[src/rtl/pmem_arbiter.sv]
// pmem_arbiter: shares one line-granular physical memory port between an
// instruction-side and a data-side cache. One transaction in flight at a
// time, round-robin on simultaneous requests, registered downstream request,
// response steered combinationally to the granted cache only.
module pmem_arbiter #(
  parameter int ADDR_WIDTH = 16,
  parameter int LINE_WIDTH = 128
) (
  input  logic                  clk,
  input  logic                  rst_n,
  // instruction-side cache
  input  logic                  i_read,
  input  logic                  i_write,
  input  logic [ADDR_WIDTH-1:0] i_address,
  input  logic [LINE_WIDTH-1:0] i_wdata,
  output logic                  i_resp,
  output logic [LINE_WIDTH-1:0] i_rdata,
  // data-side cache
  input  logic                  d_read,
  input  logic                  d_write,
  input  logic [ADDR_WIDTH-1:0] d_address,
  input  logic [LINE_WIDTH-1:0] d_wdata,
  output logic                  d_resp,
  output logic [LINE_WIDTH-1:0] d_rdata,
  // physical memory
  output logic                  pmem_read,
  output logic                  pmem_write,
  output logic [ADDR_WIDTH-1:0] pmem_address,
  output logic [LINE_WIDTH-1:0] pmem_wdata,
  input  logic                  pmem_resp,
  input  logic [LINE_WIDTH-1:0] pmem_rdata
);

  typedef enum logic [1:0] {
    IDLE    = 2'd0,
    SERVE_I = 2'd1,
    SERVE_D = 2'd2
  } state_t;

  state_t state;
  state_t state_next;

  // Round-robin pointer: 0 favours I, 1 favours D on a simultaneous request.
  logic prio;

  logic i_req;
  logic d_req;
  logic grant_i;
  logic grant_d;
  logic done;

  assign i_req = i_read | i_write;
  assign d_req = d_read | d_write;

  // State register; reset abandons any outstanding transaction.
  always_ff @(posedge clk or negedge rst_n) begin
    if (!rst_n) begin
      state <= IDLE;
    end else begin
      state <= state_next;
    end
  end

  // Next-state, grant decision and response steering.
  always_comb begin
    state_next = state;
    grant_i    = 1'b0;
    grant_d    = 1'b0;
    done       = 1'b0;
    i_resp     = 1'b0;
    d_resp     = 1'b0;
    i_rdata    = '0;
    d_rdata    = '0;
    case (state)
      IDLE: begin
        // pmem_resp is ignored here; only requests can leave IDLE.
        if (i_req && (!d_req || !prio)) begin
          grant_i    = 1'b1;
          state_next = SERVE_I;
        end else if (d_req) begin
          grant_d    = 1'b1;
          state_next = SERVE_D;
        end
      end
      SERVE_I: begin
        if (pmem_resp) begin
          i_resp     = 1'b1;
          i_rdata    = pmem_rdata;
          done       = 1'b1;
          state_next = IDLE;
        end
      end
      SERVE_D: begin
        if (pmem_resp) begin
          d_resp     = 1'b1;
          d_rdata    = pmem_rdata;
          done       = 1'b1;
          state_next = IDLE;
        end
      end
      default: state_next = IDLE;
    endcase
  end

  // Downstream request registers and priority pointer: latch on grant, drop
  // strobes and hand priority to the other port on completion.
  always_ff @(posedge clk or negedge rst_n) begin
    if (!rst_n) begin
      prio         <= 1'b0;
      pmem_read    <= 1'b0;
      pmem_write   <= 1'b0;
      pmem_address <= '0;
      pmem_wdata   <= '0;
    end else begin
      if (grant_i) begin
        pmem_address <= i_address;
        pmem_wdata   <= i_wdata;
        pmem_write   <= i_write;
        pmem_read    <= i_read & ~i_write;
      end else if (grant_d) begin
        pmem_address <= d_address;
        pmem_wdata   <= d_wdata;
        pmem_write   <= d_write;
        pmem_read    <= d_read & ~d_write;
      end
      if (done) begin
        pmem_read  <= 1'b0;
        pmem_write <= 1'b0;
        prio       <= (state == SERVE_I);
      end
    end
  end

endmodule

[config.mk]
export PLATFORM = sky130hd
export DESIGN_NAME = pmem_arbiter
export DESIGN_NICKNAME = d
export VERILOG_FILES = /design/src/rtl/pmem_arbiter.sv
export SDC_FILE = /design/constraint.sdc
export NUM_CORES = 1
export LEC_CHECK = 0
export ABC_AREA = 0
export CORE_AREA = 8 8 313 315
export DETAILED_ROUTE_END_ITERATION = 6
export DIE_AREA = 0 0 321 323
export GPL_ROUTABILITY_DRIVEN = 0
export PLACE_DENSITY = 0.45
export SYNTH_ARGS = -nofsm -noshare
export SYNTH_HDL_FRONTEND = slang
export SYNTH_SLANG_ARGS = --single-unit
[constraint.sdc]
create_clock -name clk -period 1.8 [get_ports clk]
set_input_delay 0.36 -clock clk [delete_from_list [all_inputs] [get_ports clk]]
set_output_delay 0.36 -clock clk [all_outputs]
set_load 0.05 [all_outputs]
# [After elaboration in Yosys (flattened, before gate mapping)]
# Index checks and enable logic that the tools add are counted.
[op_classes] add_sub_neg=0 n_mul=0 div_mod_pow=0 magnitude_cmp=0 n_eq_ne=4 n_shift=0 muxes=26 bitwise=6 n_reduce_logical=9
[ops] cell="128-bit two-way mux" n=5
[ops] cell="16-bit two-way mux" n=2
[ops] cell="1-bit two-way mux" n=15
[ops] cell="2-bit two-way mux" n=3
[ops] cell="2-bit case mux with 2 select lines" n=1
[ops] cell="3-bit inequality test (second input constant)" n=1
[ops] cell="3-bit nonzero test" n=1
[ops] cell="1-bit AND" n=2
[ops] cell="2-bit by 1-bit == test with 1-bit output (second input constant)" n=1
[ops] cell="2-bit == test (second input constant)" n=1
[ops] cell="1-bit zero test" n=2
[ops] cell="2-bit zero test" n=1
[ops] cell="2-bit by 1-bit inequality test with 1-bit output (second input constant)" n=1
[ops] cell="1-bit inverter" n=2
[ops] cell="1-bit bitwise OR" n=2
[ops] cell="2-bit AND reduction" n=1
[ops] cell="2-bit nonzero test" n=1
[ops] cell="2-bit OR reduction" n=1
[ops] cell="1-bit logical AND" n=1
[ops] cell="1-bit logical OR" n=1
[totals] register_bits=149 latchBits=0 ram_bits=0 rom_bits=0 input_bits=423 elab_cells=51 mem_count=0

# [Longest topological paths before layout]
# Gate-level depths: netlist of run 1.
[logic_depth] ltp_word=9 depth_mapped=9 mapped_depth_nobuf=5

# [Least setup slack after synthesis of run 1]
# No wires, ideal clock.
[synth_timing] path_kind="register to output" start="reg state[1]" end="out i_rdata[112]" t_arrival_ns=1.585 required_time_ns=1.440 path_slack_ns=-0.145 path_stages_with_launch=6 path_cell_list="dfrtp_1 > inv_1 > ha_1 > clkbuf_1 > clkbuf_1 > and3_1"
[synth_between] elab_chain_len=2
[synth_lines] element="start: declaration" line="40" source="state_t state;"
[synth_lines] element="start signal: assignment" line="60" source="state <= state_next;"
[synth_lines] element="2-bit by 1-bit == test with 1-bit output" line="74" source="case (state)"
[synth_lines] element="128-bit two-way mux" line="74"
[synth_lines] element="end: declaration" line="17" source="output logic [LINE_WIDTH-1:0] i_rdata,"
# Every way passes these cells.

# [Final worst setup path of run 1]
[layout_timing] start="reg state[1]" end="out d_rdata[24]"
[layout_between] elab_chain_len=2
[layout_lines] element="2-bit == test" line="74"
[layout_lines] element="128-bit two-way mux" line="74"
[layout_lines] element="end: declaration" line="24" source="output logic [LINE_WIDTH-1:0] d_rdata,"
# Every way passes these cells.

==> out/qor.yml, run 1 <==
status: "finished with violations"
violations: "negative setup slack"
yosys.area_share.simple: 0.2368
grt_max_degree: 90
finClkSkew_ns: 0.01889
firstDrtPassIters: 5
fin_crit_sh: 1.273
viasPerCell: 3.974
p_seq_frac: 0.168
grt_use_total: 0.1393
critPathLaunch: "state[1]$_DFFE_PN0P_"
fillCellCount: 9859
die_y_microns: 323
cts_tree: "done"
cellPowerDensity_nw_per_um2: 1488
required_ns: 1.44
slowest_delay_ns: 0.38
io_pins: 827
coreArea_sq_um: 92770
drive_gt1_frac: 0.4189
switchingPower_uw: 18990
synth_compound_area_frac: 0.2870
nNetsFinal: 2442
combPwrFrac: 0.735
yosys.area.top_type: "dfrtp_1"
htreeDepth: 4
drt-total-wl_microns: 79330
initial_utilization: 0.09966
place_area_sq_um: 23090
cpMostUsedCell: "buf_12"
remaining_drc_errors: 0
vias: 13080
clk_latency_ns: 0.48
r2r-start: "state[0]$_DFFE_PN0P_"
synth-seq-cells: 149
use_met3: 0.05142
synth_seq_area_share: 0.4033
area_growth_pct: 163.9
fmax_ghz: 0.4365
p_leak_uw: 0.009863
cp_slowest_cell: "dfrtp_1"
path_cells: "buf_4 -> ha_4 -> buf_12 -> buf_8 -> and3_2 -> buf_12"
endpoint: "d_rdata[24]"
synthMuxAreaShare: 0.001218
critPathLaunchType: "flop"
synth_top_family_by_area: "compound AO/OA/AOI/OAI gates"
cts_sinks: 149
synth_xor_xnor_area_share: 0
worstSetupPathType: "flop to output port"
path_clk_slew_ns: 0.07
hold_viol: 0
synth_fa_ha_area_frac: 0.004060
yosysTopAreaCellShare: 0.4033
setup_tns_ns: -105.58
cap_viol_max_count: 0
hpwl_microns: 65740
stdcell_area_sq_um: 24400
synth.distinct_cells: 28
swShare: 0.5229
rsz0062_at_grt: "true"
clkPwrFrac: 0.097
ant_nets: 0
top_usage_layer: "met2"
row_count: 112
grt_overflow: 0
synth.net_count: 1596
die_w_microns: 321
peakVddDrop_uv: 891.9
clockBufferDepth: 2
grtUsageMet2: 0.2631
drt_iter0_drc: 719
grt_pass1_wl_microns: 105700
worst_pin_slew_ns: 0.4297
cts-root-buf: "clkbuf_16"
seqCellArea_sq_um: 3729
slew_headroom: 0.7109
r2r_slack_ns: 0.05
hp-class: "input pin to asynchronous set/reset pin"
worst_slack_ns: -0.4910
port-buffer-count: 826
reg2reg_to: "pmem_wdata[75]$_DFFE_PN0P_"
arrival_ns: 1.93
gr-usage-met1: 0.1424
grt_pass1_vias: 13850
drv_slew: 0
multi_input_area_sq_um: 6097
yosysWarnings: 0
crit_fanout: 28
syn_area_sq_um: 9245
cts_made_buffers: 17
wire_per_inst_microns: 24.10
r2r_cells: 8
finalCriticalPeriod_ns: 2.291
die_area_sq_um: 103700
setup_viol: 258
synth.area.top_cells: "dfrtp_1 (40%), and3_1 (17%), o31ai_1 (12%), a21oi_1 (7.8%), nand2_1 (5.9%)"
synth_cells: 1170
antenna_found_initial: 36
syn_area_per_cell_sq_um: 7.902
critPathCaptureType: "output port"
power.internal_uw: 17320
sequential cells by signal, indices dropped and copies added, names as in the netlist:
| name | cells |
|---|---|
| pmem_wdata | 128 |
| prio | 1 |
| pmem_write | 1 |
| pmem_read | 1 |
| pmem_address | 16 |
| state | 2 |
worst min path at each step:
stage                                        endpoint  startpoint
after floorplan           pmem_address[0]$_DFFE_PN0P_       rst_n
after global placement     pmem_wdata[45]$_DFFE_PN0P_       rst_n
after detailed placement   pmem_wdata[45]$_DFFE_PN0P_       rst_n
after CTS                  pmem_wdata[45]$_DFFE_PN0P_       rst_n
after global routing       pmem_wdata[45]$_DFFE_PN0P_       rst_n
final                      pmem_wdata[45]$_DFFE_PN0P_       rst_n
per-layer routing:
metal  vias up  wire length, microns
li1       5990                     -
met1      6301                 28300
met2       649                 42120
met3       122                  6662
met4        16                  2148
met5         -                    95
power by group through the flow:
stage               Clock [uW]  Sequential [uW]  Combinational, uW
floorplan                    0            11500               8420
global placement             0             6080              24900
detailed placement           0             6090              25100
CTS                       3650             6100              25600
global route              3740             6290              28000
finish                    3520             6110              26700
placed cells by master, fill, tap and decap left out, types with 2 or more instances in the layout:
master           instances
buf_12                 292
inv_6                    7
o21a_4                   2
o21ai_1                 67
buf_4                  242
and3_1                  12
a21oi_1                144
buf_16                   7
ha_4                     3
a31oi_1                  2
o21ai_0                 80
dfrtp_1                149
o31ai_1                144
clkinvlp_4               5
clkbuf_16               24
and3_2                  26
buf_6                    6
and3_4                 218
buf_8                    6
nand2_1                146
clkdlybuf4s50_1        420
inv_1                    4
inv_2                    2
diode_2                  8
what timing repair did:
item / CTS / global route
endpoints found under the hold margin: 29 / 0
hold buffers: 1 / 0
setup endpoints to repair: 357 / 400
buffers inserted: 3 / 7
cloned: 4 / 10
pin swaps: 6 / 2
gates resized for setup: 52 / 39
metrics by stage:
| stage | hold WS, ns | instances | utilization | power, uW | worst slack, ns |
|---|---|---|---|---|---|
| after CTS | 0.2531 | 3266 | 0.2584 | 35370 | -0.5461 |
| after floorplan | 0.06441 | 1170 | - | 19920 | -0.09516 |
| after global placement | 0.2286 | 3226 | 0.2489 | 30970 | -0.3119 |
| final | 0.2873 | 3291 | 0.2630 | 36310 | -0.4910 |
| after global routing | 0.2965 | 3287 | 0.2629 | 38070 | -0.5641 |
| after detailed placement | 0.2299 | 3226 | 0.2489 | 31150 | -0.3520 |
critical path: cells and delay by family (launching register included):
kind | cells | cell delay, ns
buffers and inverters | 4 | 0.61
flip-flops | 1 | 0.38
AND/OR/NAND/NOR | 1 | 0.23
adder cells (fa/ha/maj) | 1 | 0.15
cell families (layout without fill, tap and decap cells):
kind of cell,Yosys count,in the layout
and+or+nand+nor,409,409
other,0,8
adders and majority gates,3,3
buffers and inverters,161,1020
AOI/OAI and AO/OA,447,447
muxes,1,1
DFF,149,149
cell type report:
| cell class | count | share of cell area |
|---|---|---|
| multi-input combinational | 860 | 0.2499 |
| tap | 1254 | 0.06431 |
| inverter | 6 | 0.0009231 |
| clock buffer | 18 | 0.01759 |
| antenna | 8 | 0.0008206 |
| clock inverter | 14 | 0.004718 |
| timing repair buffer | 982 | 0.5089 |
| sequential | 149 | 0.1528 |
synthesized netlist by cell type, drive strengths merged:
master and number:
and3 256, o41ai 1, and2 2, o22ai 1, a31oi 2, clkbuf 132
nor2 2, o41a 1, inv 6, dfrtp 149, a22o 1, o21ai 148
ha 3, a2bb2oi 1, mux2 1, o31ai 144, nor2b 1, o32ai 1
o221ai 1, o21a 2, nor4 1, nand2 146, a21oi 144, nand3b 1
buf 23
Power figures use the tool's default switching activity.
==> run 2, diff against run 1 <==
--- a/config.mk
+++ b/config.mk
@@ -10,6 +10,7 @@
 export DETAILED_ROUTE_END_ITERATION = 6
 export DIE_AREA = 0 0 321 323
 export GPL_ROUTABILITY_DRIVEN = 0
+export GPL_TIMING_DRIVEN = 0
 export PLACE_DENSITY = 0.45
 export SYNTH_ARGS = -nofsm -noshare
 export SYNTH_HDL_FRONTEND = slang
==> run 2 against run 1 <==
  * The run still ends with negative setup slack left
  * Fmax fell by 1.4%
  * Non-clock buffer count up 38
  * Critical path depth unchanged
  * Flip-flop and latch count is the same
  * Clock skew down 0.0053 ns
  * Combinational power barely moved
  * Register-to-register slack lost 0.39 ns
  * Clock power up 13%
  * Final cell count grew 1.1%
  * Cell area shrank 5.5%
  * Count of clock-buffer cells in the layout increased by 3
  * Total power increased by 1.4%
==> out/qor.yml, run 2 (synthesis results as in run 1) <==
hp-class: "input pin to flop"
drv_slew: 0
worst_slack_ns: -0.5241
reg2reg_to: "pmem_wdata[23]$_DFFE_PN0P_"
rsz0062_at_grt: "true"
port-buffer-count: 822
power.internal_uw: 17400
hold_viol: 0
critPathLaunchType: "flop"
cap_viol_max_count: 0
holdPathStages: 3
hpwl_microns: 74490
largest_register_ffs: 128
place_area_sq_um: 20040
cts-root-buf: "clkbuf_16"
remaining_drc_errors: 0
r2r-start: "state[0]$_DFFE_PN0P_"
path_clk_slew_ns: 0.07
r2r_slack_ns: -0.34
p_seq_frac: 0.163
fin_crit_sh: 1.291
finClkSkew_ns: 0.01362
finalCriticalPeriod_ns: 2.324
top_register: "pmem_wdata"
hold_ws_ns: 0.2914
violations: "negative setup slack"
grt_use_total: 0.1596
switchingPower_uw: 19420
cellPowerDensity_nw_per_um2: 1597
htreeDepth: 4
fmax_ghz: 0.4303
coreArea_sq_um: 92770
cts_sinks: 149
stdcell_area_sq_um: 23050
antenna_found_initial: 34
die_w_microns: 321
clk_latency_ns: 0.48
viasPerCell: 3.904
setup_viol: 548
hold_start: "d_read"
ant_nets: 0
grt_pass1_wl_microns: 116100
hold-path-endpoint: "pmem_read$_DFFE_PN0P_"
clkPwrFrac: 0.108
die_y_microns: 323
fillCellCount: 10190
setup_tns_ns: -175.06
critPathCaptureType: "output port"
r2r_cells: 9
area_growth_pct: 149.4
grt_max_degree: 82
cts_made_buffers: 17
swShare: 0.5274
drt_iter0_drc: 597
required_ns: 1.44
peakVddDrop_uv: 776.4
initial_utilization: 0.09966
die_area_sq_um: 103700
final_common_cell: "clkdlybuf4s50_1"
grt_overflow: 0
io_pins: 827
clockBufferDepth: 2
combPwrFrac: 0.729
status: "finished with violations"
drt-total-wl_microns: 88850
drive_gt1_frac: 0.3488
top_regs: "pmem_wdata (128), pmem_address (16), state (2)"
worstSetupPathType: "flop to output port"
row_count: 112
p_leak_uw: 0.009395
worst_pin_slew_ns: 0.8906
cts_tree: "done"
crit_fanout: 10
vias: 12990
nNetsFinal: 2480
firstDrtPassIters: 5
grt_pass1_vias: 13630
arrival_ns: 1.96
final_cell_mix: "clkdlybuf4s50_1 (562), and3_4 (194), dfrtp_1 (149), buf_8 (146), nand2_1 (146)"
wire_per_inst_microns: 26.71
slew_headroom: 0.4063
[run 2: worst max-delay path, stage by stage (launching register included)]
cell and delay, ns:
dfrtp_1 0.42, inv_2 0.10, ha_4 0.21, clkbuf_16 0.21, clkbuf_16 0.18, and3_4 0.21
buf_8 0.15
[run 2: repair_timing]
item                        CTS  global route
setup buffers                 2            24
pin swaps                     2            30
cloned                        5             9
hold endpoints to repair     68             0
setup endpoints to repair   552           552
gates resized for setup    1894           444
hold buffers                  1             0
[run 2: how the worst max path moves through the flow]
stage | end | slack [ns] | startpoint
after floorplan | i_rdata[112] | -0.1 | pmem_resp
after global placement | pmem_address[12]$_DFFE_PN0P_ | -7.03 | rst_n
after detailed placement | i_rdata[4] | -2.11 | pmem_resp
after CTS | d_rdata[126] | -0.61 | state[0]$_DFFE_PN0P_
after global routing | d_rdata[25] | -0.61 | state[0]$_DFFE_PN0P_
final | d_rdata[61] | -0.52 | state[0]$_DFFE_PN0P_
[run 2: final cells by class]
type | instances | area (sq um) | area share
Clock inverter | 11 | 138.9 | 0.006024
Clock buffer | 21 | 480.5 | 0.02084
Buffer | 155 | 1369 | 0.05938
Tap cell | 1254 | 1569 | 0.06806
Multi-Input combinational cell | 860 | 6183 | 0.2682
Antenna cell | 6 | 15.01 | 0.0006513
Timing Repair Buffer | 865 | 9547 | 0.4141
Sequential cell | 149 | 3729 | 0.1617
Inverter | 6 | 22.52 | 0.0009769
[run 2: power by group through the flow]
stage	clock network (uW)	logic [uW]	registers, uW
6_report	3980	26800	5980
5_1_grt	4260	28200	6200
4_1_cts	4160	24800	6010
3_5_place_dp	0	23400	6010
3_3_place_gp	0	23400	6000
2_1_floorplan	0	8420	11500
[run 2: metrics by stage]
step           power (uW)  cells    util  setup slack (ns)
3_3_place_gp        29430   3246  0.2156            -7.035
5_1_grt             38720   3321  0.2483           -0.6098
4_1_cts             34980   3288  0.2319           -0.6075
2_1_floorplan       19920   1170       -          -0.09516
6_report            36810   3327  0.2485           -0.5241
3_5_place_dp        29420   3248  0.2161            -2.108
[run 2: metal layers]
layer | track usage | vias up | part of all wire
li1 | - | 6082 | -
met1 | 0.1667 | 6219 | 0.37
met2 | 0.3073 | 569 | 0.54
met3 | 0.05255 | 104 | 0.074
met4 | 0.03561 | 14 | 0.021
met5 | 0 | - | 0.0010
==> RTL change, RTL diff (config.mk and constraints of run 1) <==
Make the reset (`rst_n`) synchronous in 2 clocked blocks.
--- a/src/rtl/pmem_arbiter.sv
+++ b/src/rtl/pmem_arbiter.sv
@@ -53,7 +53,7 @@
   assign d_req = d_read | d_write;
 
   // State register; reset abandons any outstanding transaction.
-  always_ff @(posedge clk or negedge rst_n) begin
+  always_ff @(posedge clk) begin
     if (!rst_n) begin
       state <= IDLE;
     end else begin
@@ -104,7 +104,7 @@
 
   // Downstream request registers and priority pointer: latch on grant, drop
   // strobes and hand priority to the other port on completion.
-  always_ff @(posedge clk or negedge rst_n) begin
+  always_ff @(posedge clk) begin
     if (!rst_n) begin
       prio         <= 1'b0;
       pmem_read    <= 1'b0;
Formal check against the unedited RTL: not equivalent (a bounded check fails within 4 cycles, from zero or initial values and one cycle with rst_n low; the reset may be asserted at any time).
==> RTL change against run 1 <==
  * The flow still finishes with violations (negative setup slack)
  * Final area rose by 6.9%
  * Die area did not move
  * Sequential cell count unchanged
  * Area after synthesis increased by 2.3%
  * Worst setup slack gained 26 ps
  * Wire length grew 11%
  * Count of clock-buffer cells in the layout is 1 lower
  * Sequential share of layout area fell by 3.8 points
  * Critical path type unchanged
  * Highest routed layer unchanged
Power is not compared: it rests on default switching activity, and its combinational part moved more than twofold at a synthesized area within 25%.
==> RTL change: results (changes against run 1) <==
| Metric | Value |
|---|---|
| Outcome | finished, violations left |
| Worst-margin pin slew | 449 ps (+18.9 ps) |
| M1 WL | 36.7 mm (+30%) |
| Netlist cell types | 33 (+18%) |
| Area contributors post-synth | dfxtp_1 32%, and3_1 17%, o32ai_2 10% |
| FF-to-FF End | pmem_wdata[40] |
| Synth cell count leaders | 256 x and3_1, 149 x dfxtp_1, 147 x inv_1, 146 x a31oi_1, 145 x nor3_1 |
| PnR worst setup slack | -465 ps (+26.0 ps) |
| Fin Hold WS | 461 ps (+173 ps) |
| Largest net degree at the start of global routing | 55 (-39%) |
| Crit-path max cell delay | 330 ps (-50 ps) |
| Vias per inst | 4.14 (+4.2%) |
| Netlist Area Pre-Place | 9450 sq um (+2.3%) |
| Critical Path Fanout Max | 14 (-50%) |
| Post-Syn Instances | 1191 (+1.8%) |
| PostCTS Resize Cnt | 75 (+44%) |
| Adder and majority gate portion of the synthesized area | 0.00397 (-0.0000897) |
| Compound-Gate Fraction of Synth Area | 0.286 (-0.000918) |
| Most used DFF post-synth | dfxtp_1 |
| Half-perimeter wire length after placement | 67.3 mm (+2.4%) |
| Setup TNS Final | -92740 ps (+12830 ps) |
| Gr usage total | 0.147 (+0.00764) |
| Post-CTS setup buffer count | 7 (+4) |
| Proportion of synthesized area in mux cells | 0 (-0.00122) |
| Failing checks | negative setup slack |
| R2r worst-path depth | 9 (+1) |
| Sequential fraction of the synthesis area | 0.316 (-0.0878) |
| Final setup viols | 272 (+5.4%) |
| First-pass GRT wire length | 111 mm (+5.0%) |
| Post-layout nets | 2486 (+1.8%) |
RTL change: cell types whose count changed after synthesis, moves of 83 or more:
cell,delta
a21oi_1,-143
a31oi_1,+144
dfrtp_1,-149
dfxtp_1,+149
inv_1,+141
nand2_1,-142
nor3_1,+145
o21ai_0,-86
o31ai_1,-144
o32ai_1,+83
RTL change: final cells by class:
cell class                 instances  share of cell area
antenna                            5            0.000480
clock buffer                      17              0.0163
clock inverter                    15             0.00720
inverter                         147              0.0212
multi-input combinational        729               0.266
sequential                       149               0.114
tap                             1254              0.0602
timing repair buffer            1016               0.514
RTL change: worst max path at each step:
stage	startpoint	to	cells after the start
3_5_place_dp	i_write	pmem_wdata[108]	5
5_1_grt	state[1]	i_rdata[34]	7
3_3_place_gp	i_write	pmem_wdata[108]	5
2_1_floorplan	pmem_resp	d_rdata[0]	4
6_report	state[1]	i_rdata[34]	7
4_1_cts	state[1]	i_rdata[47]	7
